$ cat src/rtl/ksm_bus_pkg.sv
// Shared widths, arbiter state encoding and grant selection for the terminal's
// 16-bit Wishbone peripheral bus.
package ksm_bus_pkg;

    localparam int unsigned ADR_W       = 16;
    localparam int unsigned DAT_W       = 16;
    localparam int unsigned SEL_W       = 2;
    localparam int unsigned TMO_W       = 8;
    localparam int unsigned TIMEOUT_DEF = 64;

    typedef enum logic [1:0] {
        IDLE = 2'd0,
        OWN0 = 2'd1,
        OWN1 = 2'd2,
        ERR  = 2'd3
    } arb_state_e;

    // One master's request side of the bus, as presented to the slave mux
    typedef struct packed {
        logic [ADR_W-1:0] adr;
        logic [DAT_W-1:0] dat;
        logic             we;
        logic [SEL_W-1:0] sel;
        logic             cyc;
        logic             stb;
    } wb_req_t;

    // Grant choice from idle; last_m1 set means master 1 was served last
    function automatic arb_state_e arb_pick(input logic c0, input logic c1,
                                            input logic last_m1, input logic m0_prio);
        arb_state_e s;
        s = IDLE;
        if (c0 && c1) begin
            s = (m0_prio || last_m1) ? OWN0 : OWN1;
        end else if (c0) begin
            s = OWN0;
        end else if (c1) begin
            s = OWN1;
        end
        return s;
    endfunction

endpackage

$ cat src/rtl/ksm_wb_tmo.sv
// Bus-timeout counter: counts strobed-but-unacked cycles and flags the expiring one.
module ksm_wb_tmo
    import ksm_bus_pkg::*;
#(
    parameter int unsigned TIMEOUT = TIMEOUT_DEF
) (
    input  logic clk_i,
    input  logic rst_i,
    input  logic clr_i,
    input  logic run_i,
    input  logic ack_i,
    output logic expire_c_o
);

    localparam logic [TMO_W-1:0] CNT_LAST = TMO_W'(TIMEOUT - 1);

    logic [TMO_W-1:0] cnt_q;
    logic [TMO_W-1:0] cnt_d;

    always_comb begin
        cnt_d = cnt_q + TMO_W'(1);
        if (clr_i || !run_i || ack_i) begin
            cnt_d = '0;
        end
    end

    always_ff @(posedge clk_i) begin
        if (rst_i) begin
            cnt_q <= '0;
        end else begin
            cnt_q <= cnt_d;
        end
    end

    // An ack landing on the last count wins over the timeout
    assign expire_c_o = run_i && !clr_i && !ack_i && (cnt_q == CNT_LAST);

endmodule

$ cat src/rtl/ksm_wb_arb.sv
// Two-master Wishbone arbiter (CPU = m0, video engine = m1) with cyc-held grants,
// round-robin or m0-priority tie breaking, and a slave-hang timeout.
module ksm_wb_arb
    import ksm_bus_pkg::*;
#(
    parameter int unsigned TIMEOUT = TIMEOUT_DEF,
    parameter bit          M0_PRIO = 1'b0
) (
    input  logic             wb_clk_i,
    input  logic             wb_rst_i,

    input  logic [ADR_W-1:0] m0_adr_i,
    input  logic [DAT_W-1:0] m0_dat_i,
    output logic [DAT_W-1:0] m0_dat_o,
    input  logic             m0_cyc_i,
    input  logic             m0_stb_i,
    input  logic             m0_we_i,
    input  logic [SEL_W-1:0] m0_sel_i,
    output logic             m0_ack_o,
    output logic             m0_err_o,

    input  logic [ADR_W-1:0] m1_adr_i,
    input  logic [DAT_W-1:0] m1_dat_i,
    output logic [DAT_W-1:0] m1_dat_o,
    input  logic             m1_cyc_i,
    input  logic             m1_stb_i,
    input  logic             m1_we_i,
    input  logic [SEL_W-1:0] m1_sel_i,
    output logic             m1_ack_o,
    output logic             m1_err_o,

    output logic [ADR_W-1:0] s_adr_o,
    output logic [DAT_W-1:0] s_dat_o,
    input  logic [DAT_W-1:0] s_dat_i,
    output logic             s_cyc_o,
    output logic             s_stb_o,
    output logic             s_we_o,
    output logic [SEL_W-1:0] s_sel_o,
    input  logic             s_ack_i,

    output logic [1:0]       gnt_o,
    output logic             tmo_o
);

    arb_state_e state_q, state_d;
    logic [1:0] owner_q, owner_d;
    logic       last_q,  last_d;
    logic [1:0] err_q,   err_d;
    logic       tmo_q,   tmo_d;

    wb_req_t m0_req, m1_req, s_req;
    logic    own0, own1;
    logic    tmo_expire_c;

    assign m0_req = '{adr: m0_adr_i, dat: m0_dat_i, we: m0_we_i, sel: m0_sel_i,
                      cyc: m0_cyc_i, stb: m0_stb_i};
    assign m1_req = '{adr: m1_adr_i, dat: m1_dat_i, we: m1_we_i, sel: m1_sel_i,
                      cyc: m1_cyc_i, stb: m1_stb_i};

    assign own0 = (state_q == OWN0);
    assign own1 = (state_q == OWN1);

    // Slave sees the owner only; idle and ERR isolate the slave completely
    always_comb begin
        s_req = '0;
        if (own0) begin
            s_req = m0_req;
        end else if (own1) begin
            s_req = m1_req;
        end
    end

    assign s_adr_o = s_req.adr;
    assign s_dat_o = s_req.dat;
    assign s_we_o  = s_req.we;
    assign s_sel_o = s_req.sel;
    assign s_cyc_o = s_req.cyc;
    assign s_stb_o = s_req.stb;

    assign m0_ack_o = own0 && s_ack_i;
    assign m1_ack_o = own1 && s_ack_i;
    assign m0_dat_o = own0 ? s_dat_i : '0;
    assign m1_dat_o = own1 ? s_dat_i : '0;
    assign m0_err_o = err_q[0];
    assign m1_err_o = err_q[1];
    assign gnt_o    = owner_q;
    assign tmo_o    = tmo_q;

    ksm_wb_tmo #(.TIMEOUT(TIMEOUT)) u_tmo (
        .clk_i      (wb_clk_i),
        .rst_i      (wb_rst_i),
        .clr_i      (!(own0 || own1)),
        .run_i      (s_cyc_o && s_stb_o),
        .ack_i      (s_ack_i),
        .expire_c_o (tmo_expire_c)
    );

    // Next state: releasing master becomes last-served, then idle rules apply same edge
    always_comb begin
        state_d = state_q;
        last_d  = last_q;
        err_d   = '0;
        tmo_d   = 1'b0;
        case (state_q)
            IDLE: begin
                state_d = arb_pick(m0_cyc_i, m1_cyc_i, last_q, M0_PRIO);
            end
            OWN0: begin
                if (!m0_cyc_i) begin
                    last_d  = 1'b0;
                    state_d = arb_pick(m0_cyc_i, m1_cyc_i, 1'b0, M0_PRIO);
                end else if (tmo_expire_c) begin
                    state_d = ERR;
                    err_d   = 2'b01;
                    tmo_d   = 1'b1;
                end
            end
            OWN1: begin
                if (!m1_cyc_i) begin
                    last_d  = 1'b1;
                    state_d = arb_pick(m0_cyc_i, m1_cyc_i, 1'b1, M0_PRIO);
                end else if (tmo_expire_c) begin
                    state_d = ERR;
                    err_d   = 2'b10;
                    tmo_d   = 1'b1;
                end
            end
            ERR: begin
                if (owner_q[1] ? !m1_cyc_i : !m0_cyc_i) begin
                    last_d  = owner_q[1];
                    state_d = arb_pick(m0_cyc_i, m1_cyc_i, owner_q[1], M0_PRIO);
                end
            end
            default: begin
                state_d = IDLE;
            end
        endcase

        owner_d = owner_q;
        case (state_d)
            IDLE:    owner_d = 2'b00;
            OWN0:    owner_d = 2'b01;
            OWN1:    owner_d = 2'b10;
            default: owner_d = owner_q;
        endcase
    end

    always_ff @(posedge wb_clk_i) begin
        if (wb_rst_i) begin
            state_q <= IDLE;
            owner_q <= 2'b00;
            last_q  <= 1'b1;
            err_q   <= 2'b00;
            tmo_q   <= 1'b0;
        end else begin
            state_q <= state_d;
            owner_q <= owner_d;
            last_q  <= last_d;
            err_q   <= err_d;
            tmo_q   <= tmo_d;
        end
    end

endmodule

$ cat config.mk
export PLATFORM = sky130hd
export DESIGN_NAME = ksm_wb_arb
export DESIGN_NICKNAME = d
export VERILOG_FILES = /design/src/rtl/ksm_bus_pkg.sv /design/src/rtl/ksm_wb_tmo.sv /design/src/rtl/ksm_wb_arb.sv
export SDC_FILE = /design/constraint.sdc
export NUM_CORES = 1
export LEC_CHECK = 0
export ABC_AREA = 1
export BUFFER_PORTS_ARGS = -buffer_cell sky130_fd_sc_hd__clkbuf_2
export CORE_AREA = 4 4 70 72
export CTS_BUF_LIST = sky130_fd_sc_hd__clkbuf_4 sky130_fd_sc_hd__clkbuf_8
export DETAILED_ROUTE_END_ITERATION = 10
export DIE_AREA = 0 0 74 76
export PLACE_DENSITY_LB_ADDON = 0.1
export SETUP_SLACK_MARGIN = 0.3
export SYNTH_ARGS = -nofsm -noshare
export SYNTH_HDL_FRONTEND = slang
export SYNTH_SLANG_ARGS = --single-unit
$ cat constraint.sdc
create_clock -name wb_clk_i -period 3.2 [get_ports wb_clk_i]
set_input_delay 0.16 -clock wb_clk_i [delete_from_list [all_inputs] [get_ports wb_clk_i]]
set_output_delay 0.16 -clock wb_clk_i [all_outputs]
set_load 0.02 [all_outputs]
# Word level (Yosys, flattened, before mapping)

Cells that the tools add are included.

Reduce and logical (&&, ||, !) cells: 21
$add $sub $neg: 1
Equal/unequal tests: 9
Mux-type cells: 33

Operator list:

| cell                                                             | count |
|---|---|
| 37-bit 2-to-1 mux                                                | 2 |
| 16-bit 2-to-1 mux                                                | 2 |
| 2-bit 2-to-1 mux                                                 | 13 |
| 1-bit 2-to-1 mux                                                 | 11 |
| 8-bit by 1-bit adder with 8-bit output (second input constant)   | 1 |
| 8-bit by 6-bit == test with 1-bit output (second input constant) | 1 |
| 2-bit case mux with 4 select lines                               | 1 |
| 1-bit logical AND                                                | 7 |
| 2-bit == test (second input constant)                            | 3 |
| 2-bit != test (second input constant)                            | 3 |
| 2-bit case mux with 3 select lines                               | 1 |
| 3-bit nonzero test                                               | 2 |
| 1-bit logical NOT                                                | 5 |
| 2-bit by 1-bit == test with 1-bit output (second input constant) | 2 |
| 2-bit logical NOT                                                | 2 |
| 2-bit case mux with 2 select lines                               | 1 |
| 4-bit AND reduction                                              | 1 |
| 1-bit logical OR                                                 | 3 |
| 1-bit case mux with 3 select lines                               | 1 |
| 1-bit case mux with 2 select lines                               | 1 |
| 2-bit OR reduction                                               | 1 |

Input port bits: 93
Bits in registers: 16
Output and inout bits: 76

# Longest topological paths before layout

Gate-level depths: netlist of run 1.

Depth after elaboration: 12
Depth in mapped cells: 15
Depth with buffers taken out: 14

# Hierarchy

Synthesis of run 1 repeated with hierarchy kept, for this count alone.

Cells, all modules: 254
Area total of the unflattened synthesis: 1502.7 um^2

Modules (own cells, without submodules):

| module     | area each (um^2) | cells each | times used | seq. area each (um^2) |
|---|---|---|---|---|
| ksm_wb_arb | 1134.8           | 201        | 1          | 160.2 |
| ksm_wb_tmo | 367.9            | 53         | 1          | 160.2 |

# Worst setup path after synthesis of run 1

Ideal clock, no wire load.

Kind: register -> register
Start: register state_q[1]
End: register owner_q[1] (netlist: gnt_o[1])
Library setup time: 0.113 ns
Arrival time: 1.545 ns
Slack: 1.542 ns
Buffers on the path: 0
Cell stages (with the launch flop): 13
Data required time: 3.087 ns
Cell sequence: dfxtp_1 > inv_1 > ha_1 > inv_1 > or2_1 > nor2_2 > nand3_2 > nand2_1 > nand2_1 > nand3_2 > nand2_2 > nor2_1 > nor2_1

Word-level cells in the longest chain between the ends: 12
Elaborated cells between the ends (all ways): 21
Classes of those cells: eq/ne (5); mux (8); reduce/logical (8)

Ends and longest elaborated chain:

| what                                                                            | line                                 | source |
|---|---|---|
| from (decl)                                                                     | ksm_wb_arb.sv:45                     | `arb_state_e state_q, state_d;` |
| from (signal assigned)                                                          | ksm_wb_arb.sv:156                    | `state_q <= state_d;` |
| 2-bit == test                                                                   | ksm_wb_arb.sv:61, ksm_wb_arb.sv:104  |  |
| 37-bit 2-to-1 mux                                                               | ksm_wb_arb.sv:68                     | `end else if (own1) begin` |
| 37-bit 2-to-1 mux                                                               | ksm_wb_arb.sv:66                     | `if (own0) begin` |
| 1-bit logical AND                                                               | ksm_wb_arb.sv:93                     | `.run_i (s_cyc_o && s_stb_o),` |
| 1-bit logical AND (3 in series)                                                 | ksm_wb_tmo.sv:36                     | `assign expire_c_o = run_i && !clr_i && !ack_i && (cnt_q == CNT_LAST);` |
| 2-bit 2-to-1 mux                                                                | ksm_wb_arb.sv:112, ksm_wb_arb.sv:122 |  |
| 2-bit 2-to-1 mux, on equally long branches                                      | ksm_wb_arb.sv:119, ksm_wb_arb.sv:109 |  |
| 2-bit case mux with 4 select lines (*)                                          | ksm_wb_arb.sv:104                    | `case (state_q)` |
| 2-bit == test (tied with other cells)                                           | ksm_wb_arb.sv:140                    | `case (state_d)` |
| 2-bit case mux with 3 select lines / 3-bit nonzero test (equally long branches) | --                                   |  |
| to (signal assigned)                                                            | ksm_wb_arb.sv:157                    | `owner_q <= owner_d;` |
| to (decl)                                                                       | ksm_wb_arb.sv:46                     | `logic [1:0] owner_q, owner_d;` |

Every way passes the cells marked *; elsewhere a longest branch is shown, timed or not.
A chain may end at the register's enable or synchronous reset.

# Worst setup path after layout of run 1

Start: register state_q[1]
End: output s_adr_o[3]

Word-level cells in the longest chain between the ends: 3
Elaborated cells between the ends (all ways): 4
Classes of those cells: eq/ne (2); mux (2)

Ends and longest elaborated chain:

| what                  | line             | source |
|---|---|---|
| 2-bit == test         | ksm_wb_arb.sv:61 | `assign own1 = (state_q == OWN1);` |
| 37-bit 2-to-1 mux     | ksm_wb_arb.sv:68 |  |
| 37-bit 2-to-1 mux (*) | ksm_wb_arb.sv:66 |  |
| to (decl)             | ksm_wb_arb.sv:32 | `output logic [ADR_W-1:0] s_adr_o,` |

Marked as above.

==> results of run 1 <==
-- flip-flops by register name, indices dropped and copies added (netlist names) --
name,count
gnt_o,2
u_tmo.cnt_q,8
err_q,2
tmo_o,1
state_q,2
last_q,1
-- stage by stage --
stage / hold WS [ps] / utilization, % / area [um^2]
floorplan: 233 / - / 1600
global placement: 413 / 57.6 / 2470
detailed placement: 419 / 57.6 / 2470
CTS: 158 / 58.5 / 2510
global route: 161 / 58.5 / 2510
finish: 161 / 58.5 / 2510
-- critical path, cell delays in order (launching register included) --
cell,delay (ps)
dfxtp_1,340
inv_1,130
ha_2,540
buf_4,390
nand2_1,100
nand2_1,80
clkbuf_2,180
-- routing by layer --
metal	vias to the layer above	share of wire [%]
li1	1238	-
met1	967	38
met2	94	50
met3	11	9.7
met4	0	2.1
met5	-	0
-- final cells by class --
| type | instances | area (um^2) | area share [%] |
|---|---|---|---|
| clock buffer | 3 | 41.3 | 1.64 |
| timing repair buffer | 171 | 863 | 34.3 |
| inverter | 54 | 203 | 8.06 |
| tap | 52 | 65.1 | 2.59 |
| sequential | 16 | 320 | 12.7 |
| multi-input combinational | 219 | 1020 | 40.6 |
-- where the power goes --
group / switching [mW] / leakage [nW] / internal [mW] / total (mW)
registers: 0.0266 / 0.130 / 0.226 / 0.252
logic: 0.946 / 1.65 / 0.430 / 1.38
clock network: 0.0669 / 0.0216 / 0.0835 / 0.150
total: 1.04 / 1.80 / 0.739 / 1.78
-- how the worst max path moves through the flow --
stage | startpoint | end | slack [ps] | depth (start not counted)
CTS | state_q[1] | s_adr_o[4] | 1020 | 6
floorplan | state_q[1] | gnt_o[1] | 1540 | 12
detailed placement | state_q[0] | gnt_o[1] | 1220 | 10
global placement | state_q[0] | gnt_o[1] | 1260 | 10
global route | state_q[1] | s_adr_o[10] | 880 | 6
finish | state_q[1] | s_adr_o[3] | 1040 | 6
-- logic make-up after synthesis --
kind of cell	count (synthesis)	share of synthesized area, %
flops	16	20.0
fa+ha+maj	5	3.90
buf+inv	69	16.6
compound gates	14	5.62
simple gates	197	52.2
xor+xnor	3	1.64
-- cell usage in the layout, fill, tap and decap left out, types with 3 or more instances in the layout --
master,netlist,layout
clkbuf_2,0,168
nand2_1,126,126
inv_1,53,53
nand3_1,42,42
dfxtp_1,16,16
nor2_1,15,15
a21oi_1,7,7
ha_1,5,3
clkbuf_8,0,3
buf_4,2,3
==> impl_metrics.csv, run 1 <==
group,metric,value,unit
placed_design,routabilityCongestion,0.805,
yosys,synth_enable_flop_cells,0,
cells_and_area,drive_gt1_share,40.0,%
worst_setup_path,crit_fanout,31,
job,cap_violations,0,
floorplan,fp.dieH,76,um
worst_setup_path,cp.arrival,2000,ps
yosys,yosysMostFrequentCell,"nand2_1",
yosys,syn_inst,304,
cts,cts_tree,"built",
placed_design,io_buffers,168,
yosys,ys_seq_elements,16,
timing,relSlewSlack,65.2,%
cts,numClockSinks,16,
yosys,synthArstFlopShare,0,%
cts,post-cts-setup-buffer-count,0,
worst_setup_path,crit_path_end_kind,"output port",
run_status,status,"finished clean",
worst_hold_path,min_path_type,"in2reg",
floorplan,die_area,5620,um^2
worst_hold_path,min_path_cells,2,
cells_and_area,area_growth,56.8,%
yosys,yosys.area.top_type_share,29.5,%
routing,drt_pass1_iterations,4,
routing,wire_per_inst,11.8,um
cells_and_area,nNetsFinal,563,
yosys,synth_cell_types,27,
cts,cts_buffers,3,
floorplan,initial_core_util,37.3,%
yosys,yosys.area.top_type,"nand2_1",
grt,grt_pass1_wl,9.48,mm
grt,grt_max_degree,41,
grt,overflow,0,
worst_hold_path,hold_path.startpoint,"wb_rst_i",
timing,hold_viol_final,0,
yosys,syn-num-nets,402,
cells_and_area,num_antenna_cells,0,
grt,grt_usage,20.7,%
routing,via_per_inst,4.49,
cells_and_area,n_fill_cell,442,
power_and_ir_drop,finalPower,1.78,mW
routing,drc,0,
floorplan,core-area,4290,um^2
yosys,syn_avg_cell_area,5.27,um^2
routing,vias,2310,
timing,layout_min_cycle_time,2160,ps
floorplan,fp-row-count,24,
routing,wirelength,6.08,mm
timing,setup_slack,1040,ps
yosys,synth_ff_type,"dfxtp_1",
grt,grt_pass1_vias,2090,
cts,htreeDepth,1,
worst_hold_path,hold-path-endpoint,"state_q[0]",
placed_design,dp_cells,512,
power_and_ir_drop,p_leak,1.80,nW
timing,worstMarginPinSlew,522,ps
cts,insertion_delay,250,ps
timing,setup_viol,0,
grt,use_met1,24.3,%
cts,holdBufCountCts,0,
timing,post-route-period-util,67.5,%
power_and_ir_drop,power_density,707,nW/um^2
timing,rsz0062_at_grt,"no",
floorplan,io_pins,169,
cts,cts_resized,0,
cts,cts_buffer_depth,2,
routing,drt_iter0_drc,101,
worst_setup_path,rrSetupSlack,1200,ps
grt,met2_usage,35.8,%
timing,drv_slew,0,
worst_setup_path,critPathLaunchType,"flop",
timing,clock.fmax,463,MHz
yosys,synth-warning-count,0,
placed_design,dpl_worst_slack,1220,ps
cts,cts.reportedPaths.clkPinSlew,60,ps
grt,grt_busiest_layer,"met2",
cts,clockRootBuffer,"clkbuf_8",
grt,antenna_found_initial,0,
placed_design,hpwl,5.10,mm
worst_setup_path,r2r.worst_path.cells,11,
worst_setup_path,r2r-end,"gnt_o[0]",
power_and_ir_drop,irDropWorstVdd,0.000282,V
yosys,synthesis.area,1600,um^2
timing,fin_skew,1.70,ps
worst_setup_path,setup.worst_path.class,"reg2out",
worst_setup_path,rr_startpoint,"state_q[0]",
timing,fin_tns_setup,0,ps
floorplan,die_w,74,um
yosys,synth.area.top_cells,"nand2_1 30%, dfxtp_1 20%, nand3_1 13%",
worst_setup_path,required,3040,ps
yosys,ys_top_cells_by_count,"126 x nand2_1, 53 x inv_1, 42 x nand3_1",
grt,use_met3,5.41,%
routing,ant_nets,0,
cells_and_area,instances_no_fill,515,
yosys,yosysSeqAreaShare,20.0,%
No activity file was read; power rests on OpenSTA's default activity.
==> run 2: changes to the inputs <==
--- a/config.mk
+++ b/config.mk
@@ -7,10 +7,10 @@
 export LEC_CHECK = 0
 export ABC_AREA = 1
 export BUFFER_PORTS_ARGS = -buffer_cell sky130_fd_sc_hd__clkbuf_2
-export CORE_AREA = 4 4 70 72
+export CORE_AREA = 4 4 75 77
 export CTS_BUF_LIST = sky130_fd_sc_hd__clkbuf_4 sky130_fd_sc_hd__clkbuf_8
 export DETAILED_ROUTE_END_ITERATION = 10
-export DIE_AREA = 0 0 74 76
+export DIE_AREA = 0 0 79 81
 export PLACE_DENSITY_LB_ADDON = 0.1
 export SETUP_SLACK_MARGIN = 0.3
 export SYNTH_ARGS = -nofsm -noshare
==> constraint.sdc (replaced) <==
create_clock -name wb_clk_i -period 1.9 [get_ports wb_clk_i]
set_input_delay 0.095 -clock wb_clk_i [delete_from_list [all_inputs] [get_ports wb_clk_i]]
set_output_delay 0.095 -clock wb_clk_i [all_outputs]
set_load 0.02 [all_outputs]
==> run 2 against run 1 <==
Compared with the run above: clock power rose by 61%; die area increased by 14%; worst setup slack lost 840 ps; design area is 29% higher; final cell count increased by 8.0%; combinational power increased to 2.6 times the previous value; global-route usage decreased by 1.3 points; non-clock buffer count rose by 23; sequential power up 77%; register-to-register slack worse by 960 ps; total power up 140%; routed wire length increased by 19%.
==> impl_metrics.csv, run 2 (synthesized netlist as in run 1, its figures left out) <==
group,metric,value,unit
run_status,status,"finished clean",
timing,layout_min_cycle_time,1700,ps
worst_setup_path,r2r-end,"gnt_o[1]",
placed_design,placedInstanceArea,2530,um^2
cells_and_area,num_antenna_cells,0,
floorplan,io_pins,169,
power_and_ir_drop,power_frac_seq,10.6,%
grt,overflow,0,
floorplan,fp-row-count,26,
power_and_ir_drop,pwr-share-clk,5.8,%
cts,cts_tree,"built",
cells_and_area,area_growth,103,%
power_and_ir_drop,finalPower,4.21,mW
routing,wire_per_inst,13.0,um
routing,ant_nets,0,
timing,worstMarginPinSlew,310,ps
routing,drt_pass1_iterations,4,
worst_setup_path,rrSetupSlack,240,ps
power_and_ir_drop,comb_power_share,83.6,%
timing,fin_skew,2.74,ps
timing,relSlewSlack,79.2,%
routing,wirelength,7.23,mm
timing,drv_slew,0,
cells_and_area,largest_reg_flops,8,
cts,cts_buffers,3,
worst_setup_path,crit_path_end_kind,"output port",
timing,post-route-period-util,89.4,%
cells_and_area,regMostFlops,"u_tmo.cnt_q",
cells_and_area,final_cell_mix,"120 x clkbuf_2, 109 x nand2_1, 50 x inv_1, 30 x nand3_1, 30 x buf_4",
power_and_ir_drop,intPower,2.12,mW
placed_design,io_buffers,168,
cts,cts.reportedPaths.clkPinSlew,60,ps
cells_and_area,post-route-util,65.0,%
floorplan,initial_core_util,32.0,%
worst_setup_path,required,1800,ps
cts,numClockSinks,16,
worst_setup_path,setup.worst_path.class,"reg2out",
cells_and_area,layout_commonest_cell,"clkbuf_2",
grt,grt_usage,19.4,%
worst_setup_path,r2r.worst_path.cells,12,
placed_design,routabilityCongestion,0.861,
routing,via_per_inst,4.55,
worst_setup_path,critPathMaxStageDelay,370,ps
power_and_ir_drop,p_sw_share,49.6,%
cts,cts_buffer_depth,2,
floorplan,fp.dieH,81,um
cells_and_area,n_fill_cell,488,
worst_setup_path,rr_startpoint,"state_q[0]",
grt,grt_pass1_wl,10.0,mm
floorplan,die_area,6400,um^2
worst_setup_path,crit_end,"s_dat_o[6]",
grt,antenna_found_initial,0,
worst_setup_path,cp.arrival,1600,ps
worst_setup_path,critPathLaunchType,"flop",
worst_setup_path,cp_cell_sequence,"buf_6, ha_4, buf_4, buf_6, buf_8, nand2_1, nand2_1, buf_4",
worst_setup_path,crit_fanout,7,
cts,clockRootBuffer,"clkbuf_8",
floorplan,die_w,79,um
timing,clock.fmax,589,MHz
placed_design,hpwl,5.35,mm
worst_hold_path,min_path_type,"in2reg",
job,cap_violations,0,
routing,drt_iter0_drc,89,
cells_and_area,drive_gt1_share,50.8,%
power_and_ir_drop,power_density,1290,nW/um^2
power_and_ir_drop,irDropWorstVdd,0.000689,V
grt,grt_max_degree,40,
grt,grt_pass1_vias,2127,
worst_setup_path,cp_slowest_cell,"dfxtp_4",
floorplan,core-area,5010,um^2
cells_and_area,regArea,328,um^2
power_and_ir_drop,p_leak,2.06,nW
routing,vias,2528,
cells_and_area,nNetsFinal,586,
power_and_ir_drop,p_switching,2.09,mW
routing,drc,0,
cells_and_area,multi_input_area,1190,um^2
timing,setup_viol,0,
timing,hold_viol_final,0,
cells_and_area,stdcell_area,3250,um^2
timing,rsz0062_at_grt,"yes",
cts,insertion_delay,240,ps
timing,fin_tns_setup,0,ps
cts,htreeDepth,1,
worst_setup_path,startpoint,"state_q[0]",
-- run 2: stage by stage --
step / setup WS (ps) / std cells / hold WS [ps]
floorplan: 305 / 304 / 161
global placement: 202 / 535 / 335
detailed placement: 168 / 535 / 342
CTS: 230 / 543 / 82.3
global route: 136 / 556 / 93.6
finish: 201 / 556 / 97.3
-- run 2: power groups by stage --
| stage | Sequential, mW | Clock [mW] | Combinational [mW] |
|---|---|---|---|
| finish | 0.446 | 0.242 | 3.52 |
| global route | 0.451 | 0.269 | 3.77 |
| CTS | 0.432 | 0.249 | 2.58 |
| detailed placement | 0.438 | 0 | 2.39 |
| global placement | 0.435 | 0 | 2.40 |
| floorplan | 0.447 | 0 | 1.56 |
-- run 2: area by class of cell --
type	instances	area share, %
clock buffers	3	1.27
multi-input cells	219	36.6
flip-flops and latches	16	10.1
well taps	70	2.69
inverters	54	6.61
repair buffers	194	42.8
-- run 2: what timing repair did --
item	CTS	global route
setup endpoints to repair	71	85
hold buffers	0	0
cloned	0	5
resized for setup	15	170
pin swaps	3	18
setup buffers	5	8
-- run 2: worst min-delay path by stage --
stage,start,end,slack [ps],cells after the start
CTS,wb_rst_i,state_q[0],80,2
global route,wb_rst_i,state_q[0],90,2
finish,wb_rst_i,state_q[0],100,2
detailed placement,wb_rst_i,state_q[0],340,2
floorplan,wb_rst_i,state_q[0],160,1
global placement,wb_rst_i,state_q[0],340,2
-- run 2: critical path, delay by kind of cell (launching register included) --
kind	cells	cell delay, ps
and+or+nand+nor	2	130
DFF	1	370
buffers and inverters	5	670
adders and majority gates	1	190
-- run 2: layer usage --
metal,vias up,wire (um),track usage [%]
li1,1290,-,-
met1,1134,2590,22.1
met2,92,3880,35.1
met3,12,618,5.76
met4,0,136,5.50
met5,-,0,0
